File: src/rtl/mem_arbiter.sv
// Two-requester burst arbiter in front of a single-port main memory (IDLE/RD/WR).
// Define MEM_ARB_FIXED_PRIO_EN for fixed priority (requester 0 wins ties); default is round-robin.
module mem_arbiter #(
    parameter int unsigned BURST_LEN = 32,
    parameter int unsigned MEM_LAT   = 2
) (
    input  logic        clk,
    input  logic        rst,
    input  logic        c0_req,
    input  logic        c0_we,
    input  logic [31:0] c0_addr,
    input  logic [31:0] c0_wdata,
    output logic        c0_gnt,
    output logic        c0_beat,
    output logic [31:0] c0_rdata,
    output logic        c0_done,
    input  logic        c1_req,
    input  logic        c1_we,
    input  logic [31:0] c1_addr,
    input  logic [31:0] c1_wdata,
    output logic        c1_gnt,
    output logic        c1_beat,
    output logic [31:0] c1_rdata,
    output logic        c1_done,
    output logic        mem_ren,
    output logic        mem_wen,
    output logic [31:0] mem_addr,
    output logic [31:0] mem_din,
    input  logic [31:0] mem_dout
);

    localparam int unsigned BW = $clog2(BURST_LEN) + 1;
    localparam int unsigned LW = (MEM_LAT > 1) ? $clog2(MEM_LAT) : 1;
    localparam logic [BW-1:0] LAST_BEAT = BW'(BURST_LEN - 1);
    localparam logic [LW-1:0] LAST_LAT  = LW'(MEM_LAT - 1);

    typedef enum logic [1:0] {IDLE, RD, WR} state_t;

    state_t        state_q, state_d;
    logic          id_q, id_d;
    logic          gnt_q, gnt_d;
    logic          beat_q, beat_d;
    logic          done_q, done_d;
    logic          ren_q, ren_d;
    logic          wen_q, wen_d;
    logic [31:0]   addr_q, addr_d;
    logic [BW-1:0] bcnt_q, bcnt_d;
    logic [LW-1:0] lcnt_q, lcnt_d;
    logic [31:0]   rdata0_q, rdata0_d;
    logic [31:0]   rdata1_q, rdata1_d;
`ifndef MEM_ARB_FIXED_PRIO_EN
    logic          last_q, last_d;
`endif

    logic          win;
    logic          sel_we;
    logic [31:0]   sel_addr;
    logic          beat_end;
    logic          rd_valid;

    // Read data is passed straight through on the beat cycle and held afterwards.
    assign rd_valid = beat_q && ren_q;
    assign c0_rdata = (rd_valid && !id_q) ? mem_dout : rdata0_q;
    assign c1_rdata = (rd_valid &&  id_q) ? mem_dout : rdata1_q;

    assign c0_gnt   = gnt_q  && !id_q;
    assign c1_gnt   = gnt_q  &&  id_q;
    assign c0_beat  = beat_q && !id_q;
    assign c1_beat  = beat_q &&  id_q;
    assign c0_done  = done_q && !id_q;
    assign c1_done  = done_q &&  id_q;
    assign mem_ren  = ren_q;
    assign mem_wen  = wen_q;
    assign mem_addr = addr_q;
    assign mem_din  = wen_q ? (id_q ? c1_wdata : c0_wdata) : '0;

    always_comb begin
        state_d  = state_q;
        id_d     = id_q;
        gnt_d    = gnt_q;
        beat_d   = 1'b0;
        done_d   = 1'b0;
        ren_d    = ren_q;
        wen_d    = wen_q;
        addr_d   = addr_q;
        bcnt_d   = bcnt_q;
        lcnt_d   = lcnt_q;
        rdata0_d = c0_rdata;
        rdata1_d = c1_rdata;
`ifndef MEM_ARB_FIXED_PRIO_EN
        last_d   = last_q;
`endif
`ifdef MEM_ARB_FIXED_PRIO_EN
        win      = !c0_req;
`else
        win      = (c0_req && c1_req) ? !last_q : !c0_req;
`endif
        sel_we   = win ? c1_we   : c0_we;
        sel_addr = win ? c1_addr : c0_addr;
        beat_end = (state_q == WR) || (lcnt_q == LAST_LAT);

        case (state_q)
            IDLE: begin
                if (c0_req || c1_req) begin
                    id_d   = win;
                    gnt_d  = 1'b1;
                    addr_d = sel_addr & ~32'h3;
                    bcnt_d = '0;
                    lcnt_d = '0;
`ifndef MEM_ARB_FIXED_PRIO_EN
                    last_d = win;
`endif
                    if (sel_we) begin
                        state_d = WR;
                        wen_d   = 1'b1;
                        beat_d  = 1'b1;
                        done_d  = (LAST_BEAT == '0);
                    end else begin
                        state_d = RD;
                        ren_d   = 1'b1;
                        beat_d  = (LAST_LAT == '0);
                        done_d  = (LAST_LAT == '0) && (LAST_BEAT == '0);
                    end
                end
            end
            RD, WR: begin
                if (beat_end) begin
                    if (bcnt_q == LAST_BEAT) begin
                        state_d = IDLE;
                        gnt_d   = 1'b0;
                        ren_d   = 1'b0;
                        wen_d   = 1'b0;
                        addr_d  = '0;
                        bcnt_d  = '0;
                        lcnt_d  = '0;
                    end else begin
                        addr_d = addr_q + 32'd4;
                        bcnt_d = bcnt_q + BW'(1);
                        lcnt_d = '0;
                        beat_d = (state_q == WR) || (LAST_LAT == '0);
                        done_d = beat_d && ((bcnt_q + BW'(1)) == LAST_BEAT);
                    end
                end else begin
                    lcnt_d = lcnt_q + LW'(1);
                    beat_d = ((lcnt_q + LW'(1)) == LAST_LAT);
                    done_d = beat_d && (bcnt_q == LAST_BEAT);
                end
            end
            default: begin
                state_d = IDLE;
            end
        endcase
    end

    always_ff @(posedge clk) begin
        if (!rst) begin
            state_q  <= IDLE;
            id_q     <= 1'b0;
            gnt_q    <= 1'b0;
            beat_q   <= 1'b0;
            done_q   <= 1'b0;
            ren_q    <= 1'b0;
            wen_q    <= 1'b0;
            addr_q   <= '0;
            bcnt_q   <= '0;
            lcnt_q   <= '0;
            rdata0_q <= '0;
            rdata1_q <= '0;
`ifndef MEM_ARB_FIXED_PRIO_EN
            last_q   <= 1'b1;
`endif
        end else begin
            state_q  <= state_d;
            id_q     <= id_d;
            gnt_q    <= gnt_d;
            beat_q   <= beat_d;
            done_q   <= done_d;
            ren_q    <= ren_d;
            wen_q    <= wen_d;
            addr_q   <= addr_d;
            bcnt_q   <= bcnt_d;
            lcnt_q   <= lcnt_d;
            rdata0_q <= rdata0_d;
            rdata1_q <= rdata1_d;
`ifndef MEM_ARB_FIXED_PRIO_EN
            last_q   <= last_d;
`endif
        end
    end

endmodule

File: config.mk
export PLATFORM = sky130hd
export DESIGN_NAME = mem_arbiter
export DESIGN_NICKNAME = d
export VERILOG_FILES = /design/src/rtl/mem_arbiter.sv
export SDC_FILE = /design/constraint.sdc
export NUM_CORES = 1
export LEC_CHECK = 0
export ABC_CLOCK_PERIOD_IN_PS = 6450
export CAP_MARGIN = 5
export CORE_ASPECT_RATIO = 1.5
export CORE_UTILIZATION = 46
export CTS_BUF_LIST = sky130_fd_sc_hd__clkbuf_4 sky130_fd_sc_hd__clkbuf_8
export DETAILED_ROUTE_END_ITERATION = 10
export PLACE_DENSITY_LB_ADDON = 0.08
export SLEW_MARGIN = 5
export SYNTH_ARGS = -nofsm -noshare
export SYNTH_HDL_FRONTEND = slang
export SYNTH_SLANG_ARGS = --single-unit
File: constraint.sdc
create_clock -name clk -period 6.45 [get_ports clk]
set_clock_uncertainty 0.05 [all_clocks]
set_input_delay 1.29 -clock clk [delete_from_list [all_inputs] [get_ports clk]]
set_output_delay 1.29 -clock clk [all_outputs]
set_load 0.02 [all_outputs]
# Yosys cells after proc, flatten, opt, wreduce, memory -nomap -nowiden
# Index checks and enable logic that the tools add are counted.
[classes]
reduce_logical = 28
muxes = 40
add_sub_neg = 3
eq_ne = 9
[ops]
columns = ["operator", "count"]
rows = [
  ["32-bit 2-to-1 mux", 8],
  ["32-bit case mux with 2 select lines", 1],
  ["32-bit by 3-bit adder with 32-bit output, second input constant", 1],
  ["6-bit 2-to-1 mux", 3],
  ["1-bit 2-to-1 mux", 17],
  ["6-bit by 5-bit equality test with 1-bit output, second input constant", 2],
  ["1-bit logical AND", 12],
  ["6-bit case mux with 2 select lines", 1],
  ["2-bit inequality test, second input constant", 5],
  ["1-bit case mux with 2 select lines", 5],
  ["5-bit AND reduction", 2],
  ["2-bit 2-to-1 mux", 4],
  ["6-bit by 1-bit adder with 6-bit output, second input constant", 1],
  ["2-bit AND reduction", 3],
  ["3-bit AND reduction", 2],
  ["2-bit case mux with 2 select lines", 1],
  ["4-bit AND reduction", 1],
  ["1-bit logical NOT", 3],
  ["2-bit by 1-bit equality test with 1-bit output, second input constant", 1],
  ["2-bit equality test, second input constant", 1],
  ["2-bit logical NOT", 1],
  ["1-bit logical OR", 2],
  ["2-bit nonzero test", 1],
  ["2-bit OR reduction", 1],
  ["1-bit adder, second input constant", 1],
]
[totals]
regBits = 112
output_inout_bits = 136
wordCells = 93

# Logic depth before layout (Yosys ltp)
[logic_depth]
word_depth = 6
ltp_mapped = 10

# Least setup slack after synthesis
# No wires, ideal clock.
[synth_path]
path_type = "in2out"
startpoint = "input port c1_wdata[10]"
endpoint = "output port mem_din[10]"
path_stages = 2
path_buffers = 0
setup_slack_ns = 3.434
t_arrival_ns = 1.676
path_cell_list = "mux2i_1 > nor2b_1"
[synth_between]
elab_chain_cells = 2
[synth_lines]
columns = ["element", "line_no", "text"]
rows = [
  ["start, declared", "20", "input logic [31:0] c1_wdata,"],
  ["32-bit 2-to-1 mux (2 in series)", "75", "assign mem_din = wen_q ? (id_q ? c1_wdata : c0_wdata) : '0;"],
  ["end, declared", "28", "output logic [31:0] mem_din,"],
]
# Every way passes these cells.

# Worst setup path in the final report
[layout_path]
startpoint = "register id_q"
endpoint = "output port c0_rdata[19]"
[layout_between]
elab_chain_cells = 3
[layout_lines]
columns = ["element", "line_no", "text"]
rows = [
  ["start, declared", "40", "logic id_q, id_d;"],
  ["start signal, assigned", "174", "id_q <= id_d;"],
  ["1-bit logical NOT", "63", "assign c0_rdata = (rd_valid && !id_q) ? mem_dout : rdata0_q;"],
  ["1-bit logical AND", "63", ""],
  ["32-bit 2-to-1 mux", "63", ""],
  ["end, declared", "15", "output logic [31:0] c0_rdata,"],
]
# Every way passes these cells.

==> results.py <==
metrics = {
    "outcome": {
        "status": "finished, final reports clean",
    },
    "cts": {
        "clockBufferDepth": 2,
        "h-tree-depth": 3,
        "cts_tree": "yes",
        "ctsRootBufferMaster": "clkbuf_8",
        "cts-resized-gates": 0,
        "postCtsHoldBufs": 0,
        "cts_buffers": 9,
        "cts_setup_buffers": 0,
        "clk_pin_slew_ns": 0.12,
        "clock-sinks": 110,
        "clk_latency_ns": 0.38,
    },
    "grt": {
        "grt_pass1_vias": 6304,
        "grt_pass1_wl_um": 31900,
        "grt_max_degree": 85,
        "grt_usage_pct": 28.0,
        "antenna_found_initial": 0,
        "overflow": 0,
    },
    "synth": {
        "netlist_instances": 703,
        "synth_enable_flop_cells": 0,
        "yosys_warnings": 0,
        "syn_area_um2": 6300,
        "synthArstFlopShare_pct": 0,
        "yosys.area.top_type": "dfxtp_1",
        "synth_cell_types": 67,
        "seq_area_frac_synth_pct": 35.0,
        "synth.avg_cell_area_um2": 8.96,
        "synthFlopType": "dfxtp_1",
        "netlist_top_cells_area": "dfxtp_1 (35%), mux2_2 (11%), mux2i_1 (7.9%), and2_1 (7.0%), nor2b_1 (3.8%)",
        "yosysTopAreaCellShare_pct": 35.0,
        "synth-seq-cells": 110,
    },
    "placed_design": {
        "gp_congestion": 0.921,
        "portBuffers": 295,
        "dp_hpwl_um": 15300,
    },
    "pwr": {
        "netSwitchingFraction_pct": 43.5,
        "total_leakage_power_nw": 3.58,
        "pwr_density_cell_nw_per_um2": 313,
        "p_switching_mw": 1.28,
        "ir_drop_uv": 236,
        "comb_power_share_pct": 52.5,
        "p_int_mw": 1.67,
        "seq_power_share_pct": 33.8,
        "clkPwrFrac_pct": 13.7,
        "fin_total_pwr_mw": 2.95,
    },
    "detailed_routing": {
        "drtPass1Iterations": 5,
        "vias": 6293,
        "drt-vias-per-instance": 5.58,
        "finalWirelength_um": 20400,
        "wl_per_cell_um": 18.1,
        "ant_nets": 0,
        "drc": 0,
        "drt_iter0_drc": 305,
    },
    "timing": {
        "slew_viol_final": 0,
        "finalSetupViolCount": 0,
        "fmax_ghz": 0.226,
        "whs_ns": 0.456,
        "fin_crit_sh_pct": 68.7,
        "layout_min_cycle_time_ns": 4.43,
        "relSlewSlack_pct": 22.0,
        "rsz0062_at_grt": "no",
        "hold_violations": 0,
        "worst_pin_slew_ns": 1.17,
        "tns_ns": 0,
    },
    "worst_setup_path": {
        "end_kind": "output pin",
        "r2r-end": "mem_addr[12]",
        "reg2reg_from": "last_q",
        "cp.required_ns": 5.11,
        "cp_max_fo": 41,
        "rr_worst_depth": 5,
        "r2r_setup_slack_ns": 3.70,
        "cp.arrival_ns": 3.09,
        "criticalPathCategory": "flip-flop to output pin",
        "cp-start-kind": "flip-flop",
    },
    "final_layout": {
        "final_net_count": 1133,
        "multiInputGateArea_um2": 3790,
        "final_core_util_pct": 70.2,
        "area_delta_synth_final_pct": 49.5,
        "register_area_um2": 2200,
        "drive_gt1_share_pct": 11.0,
        "num-fill-cells": 1115,
        "antennaDiodeCount": 0,
    },
    "die": {
        "die_x_um": 97.5,
        "dieArea_um2": 14200,
        "core_um2": 13400,
        "ios": 302,
        "fp.dieH_um": 145,
        "start_util_pct": 47.0,
        "rows": 52,
    },
    "hold_path": {
        "whs_endpoint": "mem_addr[11]",
        "hp-start": "mem_addr[11]",
        "hp-class": "flip-flop to flip-flop",
        "hold_path_depth": 2,
    },
    "job": {
        "drv_cap": 0,
    },
}
==> worst max-delay path: stages (launching register included) <==
cell and delay, ns:
dfxtp_2 1.09, nand3b_1 0.22, buf_4 0.40, mux2_2 0.40, clkdlybuf4s50_1 0.57
==> per-stage QoR <==
stage / std cells / setup WS (ns) / instance area, um^2
6_report: 1128 / 2.02 / 9410
5_1_grt: 1128 / 1.87 / 9410
4_1_cts: 1128 / 2.01 / 9410
3_5_place_dp: 1112 / 2.21 / 9230
3_3_place_gp: 1112 / 2.35 / 9230
2_1_floorplan: 704 / 3.43 / 6300
==> worst max path at each step <==
stage                 start  cells past startpoint  slack [ns]            to
2_1_floorplan  c1_wdata[10]                      2        3.43   mem_din[10]
3_3_place_gp         c1_req                      6        2.35  mem_addr[13]
3_5_place_dp         c1_req                      6        2.21   mem_addr[3]
4_1_cts                id_q                      4        2.01  c0_rdata[25]
5_1_grt                id_q                      4        1.87  c0_rdata[19]
6_report               id_q                      4        2.02  c0_rdata[19]
==> cells in the mapped netlist (all sizes together), types with 11 or more instances <==
master	number
clkbuf	36
nand3	20
nor2	22
a21oi	41
mux2i	50
a31oi	11
buf	19
mux2	64
nor3	13
nor2b	38
dfxtp	110
nand2	31
nand3b	15
and2	72
nand4	13
o21ai	46
==> flip-flops by register name (all words and copies together), names as in the netlist, 2 cells and up <==
signal / count
rdata0_q: 32
rdata1_q: 32
mem_addr: 30
bcnt_q: 6
state_q: 2
==> routing by layer <==
layer	global-route usage [%]	wire length (um)
met5	0	0
met4	11.7	595
met3	4.96	1360
met2	48.8	10200
met1	33.5	8260
==> cells by family (layout without fill, tap and decap cells) <==
| family | count (synthesis) | in the layout | share of synthesized area, % |
|---|---|---|---|
| adder cells (fa/ha/maj) | 6 | 6 | 1.19 |
| other | 1 | 2 | 0.0595 |
| AND/OR/NAND/NOR | 264 | 264 | 25.1 |
| AO/OA/AOI/OAI | 143 | 143 | 14.1 |
| flip-flops | 110 | 110 | 35.0 |
| buffers and inverters | 63 | 325 | 4.89 |
| XOR/XNOR | 2 | 2 | 0.278 |
| multiplexers | 114 | 114 | 19.4 |
==> cell usage in the layout, fill, tap and decap left out, types with 11 or more instances in the layout <==
cell type	n
a21oi_1	41
a31oi_1	11
and2_1	70
clkdlybuf4s50_1	294
dfxtp_1	109
mux2_2	64
mux2i_1	50
nand2_1	31
nand3_1	18
nand3b_1	15
nand4_1	12
nor2_1	22
nor2b_1	38
nor3_1	11
o21ai_0	35
o21ai_1	11
==> power groups by stage <==
| stage | registers, mW | clock network [mW] | logic (mW) |
|---|---|---|---|
| 2_1_floorplan | 1.02 | 0 | 0.896 |
| 3_3_place_gp | 0.994 | 0 | 1.51 |
| 3_5_place_dp | 1.00 | 0 | 1.53 |
| 4_1_cts | 0.990 | 0.409 | 1.54 |
| 5_1_grt | 1.02 | 0.437 | 1.65 |
| 6_report | 0.995 | 0.405 | 1.55 |
==> final cells by class <==
type | instances | area share (%)
multi-input cells | 531 | 40.3
clock inverters | 7 | 0.691
flip-flops and latches | 110 | 23.4
clock buffers | 9 | 1.32
inverters | 7 | 0.279
repair buffers | 302 | 31.9
well taps | 162 | 2.15
Note: power is estimated with default switching activity, not from simulation.
